$ cat src/rtl/mandel_scheduler.sv
// Mandelbrot frame scheduler: walks a width x height pixel grid, drives an external
// two-phase z^2+c datapath per pixel and emits one iteration-count result per pixel.
module mandel_scheduler #(
  parameter int unsigned BITS = 16
) (
  input  logic            clk,
  input  logic            rst,
  input  logic            start,
  input  logic            abort,
  input  logic [BITS-1:0] x_start,
  input  logic [BITS-1:0] y_start,
  input  logic [BITS-1:0] step,
  input  logic [7:0]      width,
  input  logic [7:0]      height,
  input  logic [6:0]      max_iter,
  output logic            dp_phase,
  output logic [BITS-1:0] dp_x0,
  output logic [BITS-1:0] dp_y0,
  output logic [BITS-1:0] dp_x,
  output logic [BITS-1:0] dp_y,
  input  logic [BITS-1:0] dp_x_out,
  input  logic [BITS-1:0] dp_y_out,
  input  logic            dp_escape,
  output logic            res_valid,
  input  logic            res_ready,
  output logic [6:0]      res_iter,
  output logic            res_escape,
  output logic [7:0]      res_col,
  output logic [7:0]      res_row,
  output logic            res_last,
  output logic            busy,
  output logic            done
);

  typedef enum logic [2:0] {StIdle, StLoad, StIter, StEmit, StDone} state_e;

  state_e          state_q, state_d;
  logic            phase_q, phase_d;
  logic [BITS-1:0] x0_q, x0_d, y0_q, y0_d, x_q, x_d, y_q, y_d;
  logic [BITS-1:0] xs_q, xs_d, step_q, step_d;
  logic [7:0]      width_q, width_d, height_q, height_d;
  logic [7:0]      col_q, col_d, row_q, row_d;
  logic [6:0]      max_q, max_d, iter_q, iter_d;
  logic            esc_q, esc_d;
  logic            last_col, last_pix;

  assign last_col = (col_q == width_q - 8'd1);
  assign last_pix = last_col && (row_q == height_q - 8'd1);

  always_comb begin
    state_d  = state_q;
    phase_d  = phase_q;
    x0_d     = x0_q;
    y0_d     = y0_q;
    x_d      = x_q;
    y_d      = y_q;
    xs_d     = xs_q;
    step_d   = step_q;
    width_d  = width_q;
    height_d = height_q;
    col_d    = col_q;
    row_d    = row_q;
    max_d    = max_q;
    iter_d   = iter_q;
    esc_d    = esc_q;

    unique case (state_q)
      StIdle: begin
        if (start) begin
          xs_d     = x_start;
          step_d   = step;
          width_d  = width;
          height_d = height;
          max_d    = max_iter;
          col_d    = 8'd0;
          row_d    = 8'd0;
          x0_d     = x_start;
          y0_d     = y_start;
          state_d  = (width == 8'd0 || height == 8'd0) ? StDone : StLoad;
        end
      end
      StLoad: begin
        x_d     = x0_q;
        y_d     = y0_q;
        iter_d  = 7'd0;
        phase_d = 1'b0;
        state_d = StIter;
      end
      StIter: begin
        phase_d = ~phase_q;
        // Phase 1 is where the datapath result for the current z is valid.
        if (phase_q) begin
          if (dp_escape) begin
            esc_d   = 1'b1;
            state_d = StEmit;
          end else if (iter_q == max_q) begin
            esc_d   = 1'b0;
            state_d = StEmit;
          end else begin
            iter_d = iter_q + 7'd1;
            x_d    = dp_x_out;
            y_d    = dp_y_out;
          end
        end
      end
      StEmit: begin
        if (res_ready) begin
          if (last_pix) begin
            state_d = StDone;
          end else if (!last_col) begin
            col_d   = col_q + 8'd1;
            x0_d    = x0_q + step_q;
            state_d = StLoad;
          end else begin
            col_d   = 8'd0;
            row_d   = row_q + 8'd1;
            x0_d    = xs_q;
            y0_d    = y0_q - step_q;
            state_d = StLoad;
          end
        end
      end
      StDone: state_d = StIdle;
      default: state_d = StIdle;
    endcase

    if (abort && state_q != StIdle) begin
      state_d = StIdle;
      phase_d = 1'b0;
    end
  end

  always_ff @(posedge clk) begin
    if (rst) begin
      state_q  <= StIdle;
      phase_q  <= 1'b0;
      x0_q     <= '0;
      y0_q     <= '0;
      x_q      <= '0;
      y_q      <= '0;
      xs_q     <= '0;
      step_q   <= '0;
      width_q  <= 8'd0;
      height_q <= 8'd0;
      col_q    <= 8'd0;
      row_q    <= 8'd0;
      max_q    <= 7'd0;
      iter_q   <= 7'd0;
      esc_q    <= 1'b0;
    end else begin
      state_q  <= state_d;
      phase_q  <= phase_d;
      x0_q     <= x0_d;
      y0_q     <= y0_d;
      x_q      <= x_d;
      y_q      <= y_d;
      xs_q     <= xs_d;
      step_q   <= step_d;
      width_q  <= width_d;
      height_q <= height_d;
      col_q    <= col_d;
      row_q    <= row_d;
      max_q    <= max_d;
      iter_q   <= iter_d;
      esc_q    <= esc_d;
    end
  end

  assign dp_phase   = phase_q;
  assign dp_x0      = x0_q;
  assign dp_y0      = y0_q;
  assign dp_x       = x_q;
  assign dp_y       = y_q;
  assign res_valid  = (state_q == StEmit);
  assign res_iter   = iter_q;
  assign res_escape = esc_q;
  assign res_col    = col_q;
  assign res_row    = row_q;
  assign res_last   = (state_q == StEmit) && last_pix;
  assign busy       = (state_q != StIdle);
  assign done       = (state_q == StDone);

endmodule

$ cat config.mk
export PLATFORM = sky130hd
export DESIGN_NAME = mandel_scheduler
export DESIGN_NICKNAME = d
export VERILOG_FILES = /design/src/rtl/mandel_scheduler.sv
export SDC_FILE = /design/constraint.sdc
export NUM_CORES = 1
export LEC_CHECK = 0
export ABC_AREA = 1
export CAP_MARGIN = 10
export CORE_ASPECT_RATIO = 0.9
export CORE_MARGIN = 8
export CORE_UTILIZATION = 50
export CTS_CLUSTER_SIZE = 28
export DETAILED_ROUTE_END_ITERATION = 8
export PLACE_DENSITY = 0.8
export SETUP_SLACK_MARGIN = 0.1
export SLEW_MARGIN = 30
export SYNTH_ARGS = -nofsm -noshare
export SYNTH_HDL_FRONTEND = slang
export SYNTH_SLANG_ARGS = --single-unit
$ cat constraint.sdc
create_clock -name clk -period 3.5 [get_ports clk]
set_input_delay 0.7 -clock clk [delete_from_list [all_inputs] [get_ports clk]]
set_output_delay 0.7 -clock clk [all_outputs]
set_load 0.03 [all_outputs]
==> flow_summary.ini, run 1 <==
[status]
status = finished with violations
failed_checks = design-rule violations

[die]
rows = 46
die_w_microns = 156
num_io_pins = 202
dieArea_sq_um = 22100
die_h_microns = 142
start_util = 0.505
coreArea_sq_um = 17400

[hold_path]
hp-class = reg2reg

[clock_tree]
cts_buffers = 17
clkTransAtPathRegs_ps = 60
cts_tree = built
clk-insertion-delay-late_ps = 440
clkSinkCount = 147
ctsRootBufferMaster = clkbuf_16
cts_max_level = 4
clockBufferDepth = 2

[cells_and_area]
final_util = 0.662
diodes = 0
layout_common_cells = 389 x nand2_1, 199 x clkdlybuf4s50_1, 147 x dfxtp_1, 129 x a21oi_1, 118 x nor2_1
fin_nets = 1671
final_cell_count_no_fill = 1778
drive_above_1_share = 0.0507
area_delta_synth_final_pct = 31.0
final_common_cell = nand2_1

[critical_path]
required_ps = 2800
start_kind = register
critPathKind = reg2out
worst_ep_arrival_time_ps = 2410
cp_max_fo = 6
setup.worst_path.end_class = primary output

[global_route]
antenna_found_initial = 0
grt_use_total = 0.264
grt_max_degree = 85
grt_pass1_vias = 9121
grt_pass1_wl_mm = 46.6
overflow = 0

[routing]
drtIter0Drc = 797
ant_nets = 0
drt_pass1_iterations = 7
drcViolationCount = 1
via_count = 9816
wl_per_cell_microns = 16.8
finalWirelength_mm = 29.8
routed_via_density = 5.52

[synth]
synth_top_family_by_area = simple AND/OR/NAND/NOR gates
syn_area_sq_um = 8810
ys_ff_latch = 147
synthCells = 1359
synth.distinct_cells = 40
synth_seq_area_share = 0.334
synth_fp_nets = 1505
synth_adder_area_share = 0.0543
muxShareOfSynthArea = 0
synthXorXnorAreaFrac = 0.0348
synth_edf_count = 0
ys_warn_count = 0
yosys.area_share.simple = 0.324
yosys_most_used_dff = dfxtp_1
synthArstFlopShare = 0
avgSynthCellArea_sq_um = 6.48
synth_compound_area_frac = 0.168

[sta]
maxSlewViolCount = 0
fmax_ghz = 0.322
period_share = 0.888
fin_setup_tns_ps = 0
period_minus_slack_ps = 3110
rsz0062_at_grt = no
slew_headroom = 0.407
worst_slew_pin_slew_ps = 888
setup_viol = 0
final-hold-violation-count = 0
skew_ps = 10.5

[placed_design]
placement.io_buffers = 201
placedCellCount = 1744
gp_congestion = 0.891
hpwl_mm = 21.0

[power_and_ir_drop]
power.share.clock = 0.180
combPwrFrac = 0.556
p_sw_mw = 5.09
p_seq_frac = 0.264
p_per_area_nw_per_um2 = 915
p_int_mw = 5.48
max-vdd-ir-drop_uv = 548
p_sw_frac = 0.482
power.leakage_nw = 4.91

[flow_run]
maxCapViolCount = 0
## sequential cells by signal, indices dropped and copies added (netlist names), 8 cells and up
| register | cells |
|---|---|
| dp_x0 | 16 |
| res_row | 8 |
| dp_y0 | 16 |
| dp_x | 16 |
| xs_q | 16 |
| res_col | 8 |
| dp_y | 16 |
| height_q | 8 |
| width_q | 8 |
| step_q | 16 |
## cell usage after synthesis (12+ instances only)
| library cell | count | area share |
|---|---|---|
| o21ai_0 | 106 | 0.060 |
| dfxtp_1 | 147 | 0.33 |
| a31oi_1 | 34 | 0.024 |
| inv_2 | 12 | 0.0051 |
| a21oi_1 | 129 | 0.073 |
| clkbuf_1 | 46 | 0.020 |
| xnor2_1 | 18 | 0.018 |
| nand4_1 | 13 | 0.0092 |
| nand2_1 | 390 | 0.17 |
| xor2_1 | 17 | 0.017 |
| ha_1 | 35 | 0.050 |
| nand3_1 | 115 | 0.065 |
| nor2_1 | 119 | 0.051 |
| inv_1 | 107 | 0.046 |
## critical path, stage by stage (launching register included)
cell and delay [ps]:
dfxtp_1 320, inv_1 160, ha_1 240, nand2_1 130, nor2_1 160, nand2_1 110, nand3_1 100, nand2_1 70
nor2_1 110, nand2_1 140, nor2_2 150, nand2_2 60, inv_1 80, buf_4 160
## path summary, 6_finish.rpt
check,startpoint,to,slack (ps),cells past startpoint
min reg2reg,xs_q[10],xs_q[10],450,2
max reg2reg,width_q[0],res_col[0],590,16
max,height_q[0],res_last,390,13
min,xs_q[10],xs_q[10],450,2
## power groups by stage
stage               clock (mW)  sequential (mW)  combinational [mW]
floorplan                    0             3.35                3.39
global placement             0             2.79                5.67
detailed placement           0             2.80                5.75
CTS                       1.91             2.78                5.81
global route              2.00             2.85                6.49
finish                    1.90             2.79                5.87
## timing repair
action / CTS / global route
hold buffers: 0 / 0
setup buffers: 0 / 1
setup endpoints to repair: 0 / 1
resized for setup: 0 / 1
## logic make-up (layout without fill, tap and decap cells)
logic type	Yosys count	count (layout)
AND/OR/NAND/NOR	675	676
AO/OA/AOI/OAI	280	280
adder cells (fa/ha/maj)	37	37
flip-flops	147	147
XOR/XNOR	35	35
buffers and inverters	185	363
## stage by stage
stage / setup slack [ps] / hold WS, ps / cell area [sq um] / power (mW)
after floorplan: 1050 / 425 / 8810 / 6.74
after global placement: 661 / 438 / 10900 / 8.46
after detailed placement: 580 / 444 / 10900 / 8.55
after CTS: 224 / 453 / 11500 / 10.5
after global routing: 184 / 471 / 11500 / 11.3
final: 390 / 454 / 11500 / 10.6
## per-layer routing
metal / vias to the layer above / GRT usage / part of all wire
met2: 478 / 0.422 / 0.45
li1: 4796 / - / -
met3: 70 / 0.0845 / 0.099
met1: 4472 / 0.325 / 0.42
met5: - / 0 / 0
met4: 0 / 0.0990 / 0.027
## layout make-up
type	instances	area, sq um
Timing Repair Buffer	212	2100
Multi-Input combinational cell	1028	5150
Sequential cell	147	2940
Inverter	119	447
Fill cell	1563	5890
Clock buffer	20	447
Clock inverter	12	156
Tap cell	240	300
No activity file was read; power rests on OpenSTA's default activity.
==> run 2, diff against run 1 <==
--- a/config.mk
+++ b/config.mk
@@ -6,13 +6,14 @@
 export NUM_CORES = 1
 export LEC_CHECK = 0
 export ABC_AREA = 1
-export CAP_MARGIN = 10
+export CAP_MARGIN = 20
 export CORE_ASPECT_RATIO = 0.9
 export CORE_MARGIN = 8
 export CORE_UTILIZATION = 50
 export CTS_CLUSTER_SIZE = 28
 export DETAILED_ROUTE_END_ITERATION = 8
-export PLACE_DENSITY = 0.8
+export DONT_BUFFER_PORTS = 1
+export GPL_TIMING_DRIVEN = 1
 export SETUP_SLACK_MARGIN = 0.1
 export SLEW_MARGIN = 30
 export SYNTH_ARGS = -nofsm -noshare
==> run 2 against run 1 <==
  * Critical path depth shrank 1
  * Die area is the same
  * Worst hold slack lost 110 ps
  * Utilization shrank 11 points
  * Register-to-register slack gained 120 ps
  * Final cell count shrank 11%
  * Design area shrank 16%
  * The run now ends clean
  * Clock skew shrank 0.77 ps
  * Power shrank 7.3%
  * Critical path type unchanged
==> flow_summary.ini, run 2 (synthesis gave the netlist of run 1 again) <==
[sta]
rsz0062_at_grt = no
period_share = 0.902
fin_setup_tns_ps = 0
slew_headroom = 0.476
maxSlewViolCount = 0
period_minus_slack_ps = 3160
setup_slack_ps = 345
final-hold-violation-count = 0
fmax_ghz = 0.317
hold_slack_ps = 346
setup_viol = 0
skew_ps = 9.71
worst_slew_pin_slew_ps = 786

[critical_path]
worst_ep_arrival_time_ps = 2460
critPathKind = reg2out
cpPeakStageDelay_ps = 370
required_ps = 2800
cp_max_fo = 29
crit_top_cell = nand2_1
start_kind = register
crit_buf_inv = 3
worstPathCellList = inv_2 -> ha_1 -> nand2_1 -> nand2_1 -> nor2_1 -> nand4_1 -> nor2_4 -> nand3_4 -> buf_6 -> nor2_2 -> nand2_2 -> clkinvlp_4
critPathSlowestCell = dfxtp_1
path_delay_family = simple AND/OR/NAND/NOR gates
setup.worst_path.end_class = primary output

[placed_design]
placement.io_buffers = 0
placedCellCount = 1559
hpwl_mm = 20.9
place_ws_ps = 629
gp_congestion = 0.914

[flow_run]
maxCapViolCount = 0

[cells_and_area]
final_common_cell = nand2_1
layout_common_cells = 389 x nand2_1, 147 x dfxtp_1, 129 x a21oi_1, 118 x nor2_1, 115 x nand3_1
drive_above_1_share = 0.0675
area_delta_synth_final_pct = 9.74
fin_nets = 1484
final_cell_count_no_fill = 1590

[routing]
drcViolationCount = 0
drtIter0Drc = 588
drt_pass1_iterations = 6
finalWirelength_mm = 28.4
wl_per_cell_microns = 17.9
ant_nets = 0
routed_via_density = 5.46
via_count = 8681

[clock_tree]
clkTransAtPathRegs_ps = 60
postCtsSetupRepairBufs = 0
cts_resized = 0
clkSinkCount = 147
cts_max_level = 4
ctsRootBufferMaster = clkbuf_16
cts_buffers = 17
cts_tree = built
hold_buffers = 0
clk-insertion-delay-late_ps = 430
clockBufferDepth = 2

[hold_path]
hp-class = in2reg

[die]
die_h_microns = 142
num_io_pins = 202
die_w_microns = 156
start_util = 0.505
rows = 46
coreArea_sq_um = 17400
dieArea_sq_um = 22100

[global_route]
antenna_found_initial = 1
grt_max_degree = 85
grt_use_total = 0.255
grt_pass1_wl_mm = 44.5
overflow = 0
grt_pass1_vias = 8061

[power_and_ir_drop]
p_per_area_nw_per_um2 = 1010
power.leakage_nw = 4.24
max-vdd-ir-drop_uv = 528
p_total_mw = 9.79

[status]
status = completed
==> run 2: cell count changes in the layout (fill, tap and decap cells not counted), sizes merged <==
cell,change
bufinv,+1
clkinv,-2
nand3,-1
diode,+1
inv,+1
clkdlybuf4s50,-199
clkbuf,-2
buf,+13
==> run 2: through the flow <==
stage | area, sq um | util
after CTS | 9650 | 0.554
final | 9670 | 0.554
after global routing | 9670 | 0.554
after floorplan | 8810 | -
after global placement | 9030 | 0.518
after detailed placement | 9030 | 0.518
==> run 2: power breakdown <==
group	internal, mW	switching, mW	total, mW	leakage [nW]
registers	2.23	1.27	3.50	1.21
logic	1.44	2.89	4.33	2.74
clock network	1.21	0.756	1.96	0.295
total	4.87	4.92	9.79	4.24
==> run 2: per-layer routing <==
| layer | up-vias | global-route usage | wire length [microns] |
|---|---|---|---|
| li1 | 4419 | - | - |
| met5 | - | 0 | 0 |
| met3 | 20 | 0.0833 | 2540 |
| met2 | 262 | 0.391 | 12500 |
| met4 | 0 | 0.0612 | 306 |
| met1 | 3980 | 0.339 | 13000 |
==> run 2: cell type report <==
class,instances,area (sq um)
fill,1789,7770
multi-input combinational,1027,5140
sequential,147,2940
inverter,119,450
clock buffer,18,439
tap,240,300
timing repair buffer,26,211
clock inverter,12,179
antenna,1,2.50
==> run 2: path summary, 6_finish.rpt <==
check	startpoint	to	slack [ps]	cells after the start
worst max-delay path	width_q[0]	res_last	340	12
worst min-delay path	rst	height_q[4]	350	1
worst max register to register	width_q[0]	res_col[1]	710	15
worst min register to register	xs_q[10]	xs_q[10]	450	2
==> run 3, diff against run 2 <==
--- a/config.mk
+++ b/config.mk
@@ -9,11 +9,12 @@
 export CAP_MARGIN = 20
 export CORE_ASPECT_RATIO = 0.9
 export CORE_MARGIN = 8
-export CORE_UTILIZATION = 50
+export CORE_UTILIZATION = 70
 export CTS_CLUSTER_SIZE = 28
 export DETAILED_ROUTE_END_ITERATION = 8
 export DONT_BUFFER_PORTS = 1
 export GPL_TIMING_DRIVEN = 1
+export PLACE_DENSITY = 0.86
 export SETUP_SLACK_MARGIN = 0.1
 export SLEW_MARGIN = 30
 export SYNTH_ARGS = -nofsm -noshare
==> run 3 against run 2 <==
  * Worst hold slack gained 1.5 ps
  * Sequential cell count unchanged
  * Clock power fell by 11%
  * Global-route usage is 6.5 points higher
  * Utilization is 20 points higher
  * Setup slack better by 130 ps
  * First-iteration DRC count grew 46%
  * Routed wire length fell by 4.1%
  * Sequential share of layout area increased by 0.59 points
  * Critical path type unchanged
==> flow_summary.ini, run 3 (synthesis gave the netlist of run 1 again) <==
[critical_path]
start_kind = register
reg2reg_slack_ps = 610
rr_startpoint = width_q[0]
path_delay_family = simple AND/OR/NAND/NOR gates
setup.worst_path.end_class = primary output
critPathSlowestCell = dfxtp_1
crit_buf_inv = 2
r2r-end = dp_x0[10]
required_ps = 2800
worstPathCellList = inv_2 -> ha_1 -> nand2_1 -> nand2_1 -> nor2_1 -> nand4_1 -> nor2_2 -> nand3_4 -> nor2_2 -> nand2_2 -> clkinvlp_4
critPathKind = reg2out
cp_max_fo = 5
worstRegToRegCells = 15
cpPeakStageDelay_ps = 380
worst_ep_arrival_time_ps = 2330

[cells_and_area]
fin_nets = 1482
drive_above_1_share = 0.0675
area_delta_synth_final_pct = 7.67
layout_common_cells = 389 x nand2_1, 147 x dfxtp_1, 129 x a21oi_1, 118 x nor2_1, 115 x nand3_1
final_common_cell = nand2_1

[die]
start_util = 0.705
die_h_microns = 122
dieArea_sq_um = 16400
coreArea_sq_um = 12500
num_io_pins = 202
die_w_microns = 134
rows = 39

[global_route]
grt_max_degree = 85
overflow = 0
grt_pass1_wl_mm = 42.4
grt_pass1_vias = 8411
antenna_found_initial = 1
grt_use_total = 0.320

[routing]
finalWirelength_mm = 27.2
ant_nets = 0
wl_per_cell_microns = 18.0
drcViolationCount = 0
via_count = 9149
routed_via_density = 6.04
drt_pass1_iterations = 5
drtIter0Drc = 860

[sta]
skew_ps = 8.09
rsz0062_at_grt = no
slew_headroom = 0.432
final-hold-violation-count = 0
worst_slew_pin_slew_ps = 852
fin_setup_tns_ps = 0
setup_viol = 0
maxSlewViolCount = 0
fmax_ghz = 0.330
period_minus_slack_ps = 3030
period_share = 0.865

[power_and_ir_drop]
p_int_mw = 4.66
combPwrFrac = 0.450
p_per_area_nw_per_um2 = 1010
max-vdd-ir-drop_uv = 610
p_seq_frac = 0.368
power.share.clock = 0.181
power.leakage_nw = 4.20
p_sw_frac = 0.514
p_total_mw = 9.59
p_sw_mw = 4.93

[placed_design]
hpwl_mm = 19.2
gp_congestion = 0.951
placement.io_buffers = 0

[hold_path]
hp-start = rst
holdPathStages = 1
min_to = max_q[4]
hp-class = in2reg

[clock_tree]
cts_buffers = 17
clkSinkCount = 147
cts_tree = built
clk-insertion-delay-late_ps = 430
clkTransAtPathRegs_ps = 60
hold_buffers = 0
cts_max_level = 4
ctsRootBufferMaster = clkbuf_16
clockBufferDepth = 2

[flow_run]
maxCapViolCount = 0

[status]
status = completed
## run 3: changes by cell type in the layout (fill, tap and decap cells not counted), sizes merged
cell	previous run	this run
clkinv	2	10
buf	26	23
bufinv	4	1
inv	121	118
clkbuf	18	19
clkinvlp	4	3
nand3	116	117
## run 3: worst max-delay path by stage
stage | start | endpoint | cells past startpoint
after floorplan | width_q[0] | res_last | 11
after global placement | width_q[0] | res_col[1] | 15
after detailed placement | width_q[0] | dp_x0[12] | 14
after CTS | width_q[0] | res_last | 11
after global routing | width_q[0] | res_last | 12
final | width_q[0] | res_last | 11
## run 3: cell type report
cell class	instances	area (sq um)
fill	1044	3010
inverter	119	452
multi-input combinational	1028	5150
timing repair buffer	23	173
tap	164	205
clock buffer	19	453
antenna	1	2.50
sequential	147	2940
clock inverter	13	110
## run 3: timing repair
action,in CTS,in global routing
endpoints found under the setup margin,0,1
buffers inserted,0,4
gates resized for setup,0,1
## run 3: metal layers
layer,vias to the layer above,track usage,part of all wire
li1,4417,-,-
met1,4189,0.401,0.41
met2,477,0.513,0.45
met3,66,0.0937,0.11
met4,0,0.125,0.032
met5,-,0,0
## run 3: power by group through the flow
stage / sequential [mW] / combinational [mW] / clock [mW]
2_1_floorplan: 3.35 / 3.39 / 0
5_1_grt: 3.60 / 4.88 / 1.82
4_1_cts: 3.53 / 4.23 / 1.75
3_5_place_dp: 3.55 / 4.19 / 0
3_3_place_gp: 3.55 / 4.09 / 0
6_report: 3.53 / 4.32 / 1.74
## run 3: metrics by stage
stage | hold slack [ps] | cell area [sq um] | utilization | std cells | setup WS, ps
finish | 348 | 9490 | 0.759 | 1514 | 473
global route | 330 | 9490 | 0.759 | 1514 | 305
CTS | 336 | 9440 | 0.756 | 1508 | 179
detailed placement | 443 | 8870 | 0.710 | 1476 | 583
global placement | 436 | 8870 | 0.710 | 1476 | 662
floorplan | 425 | 8810 | - | 1359 | 1050
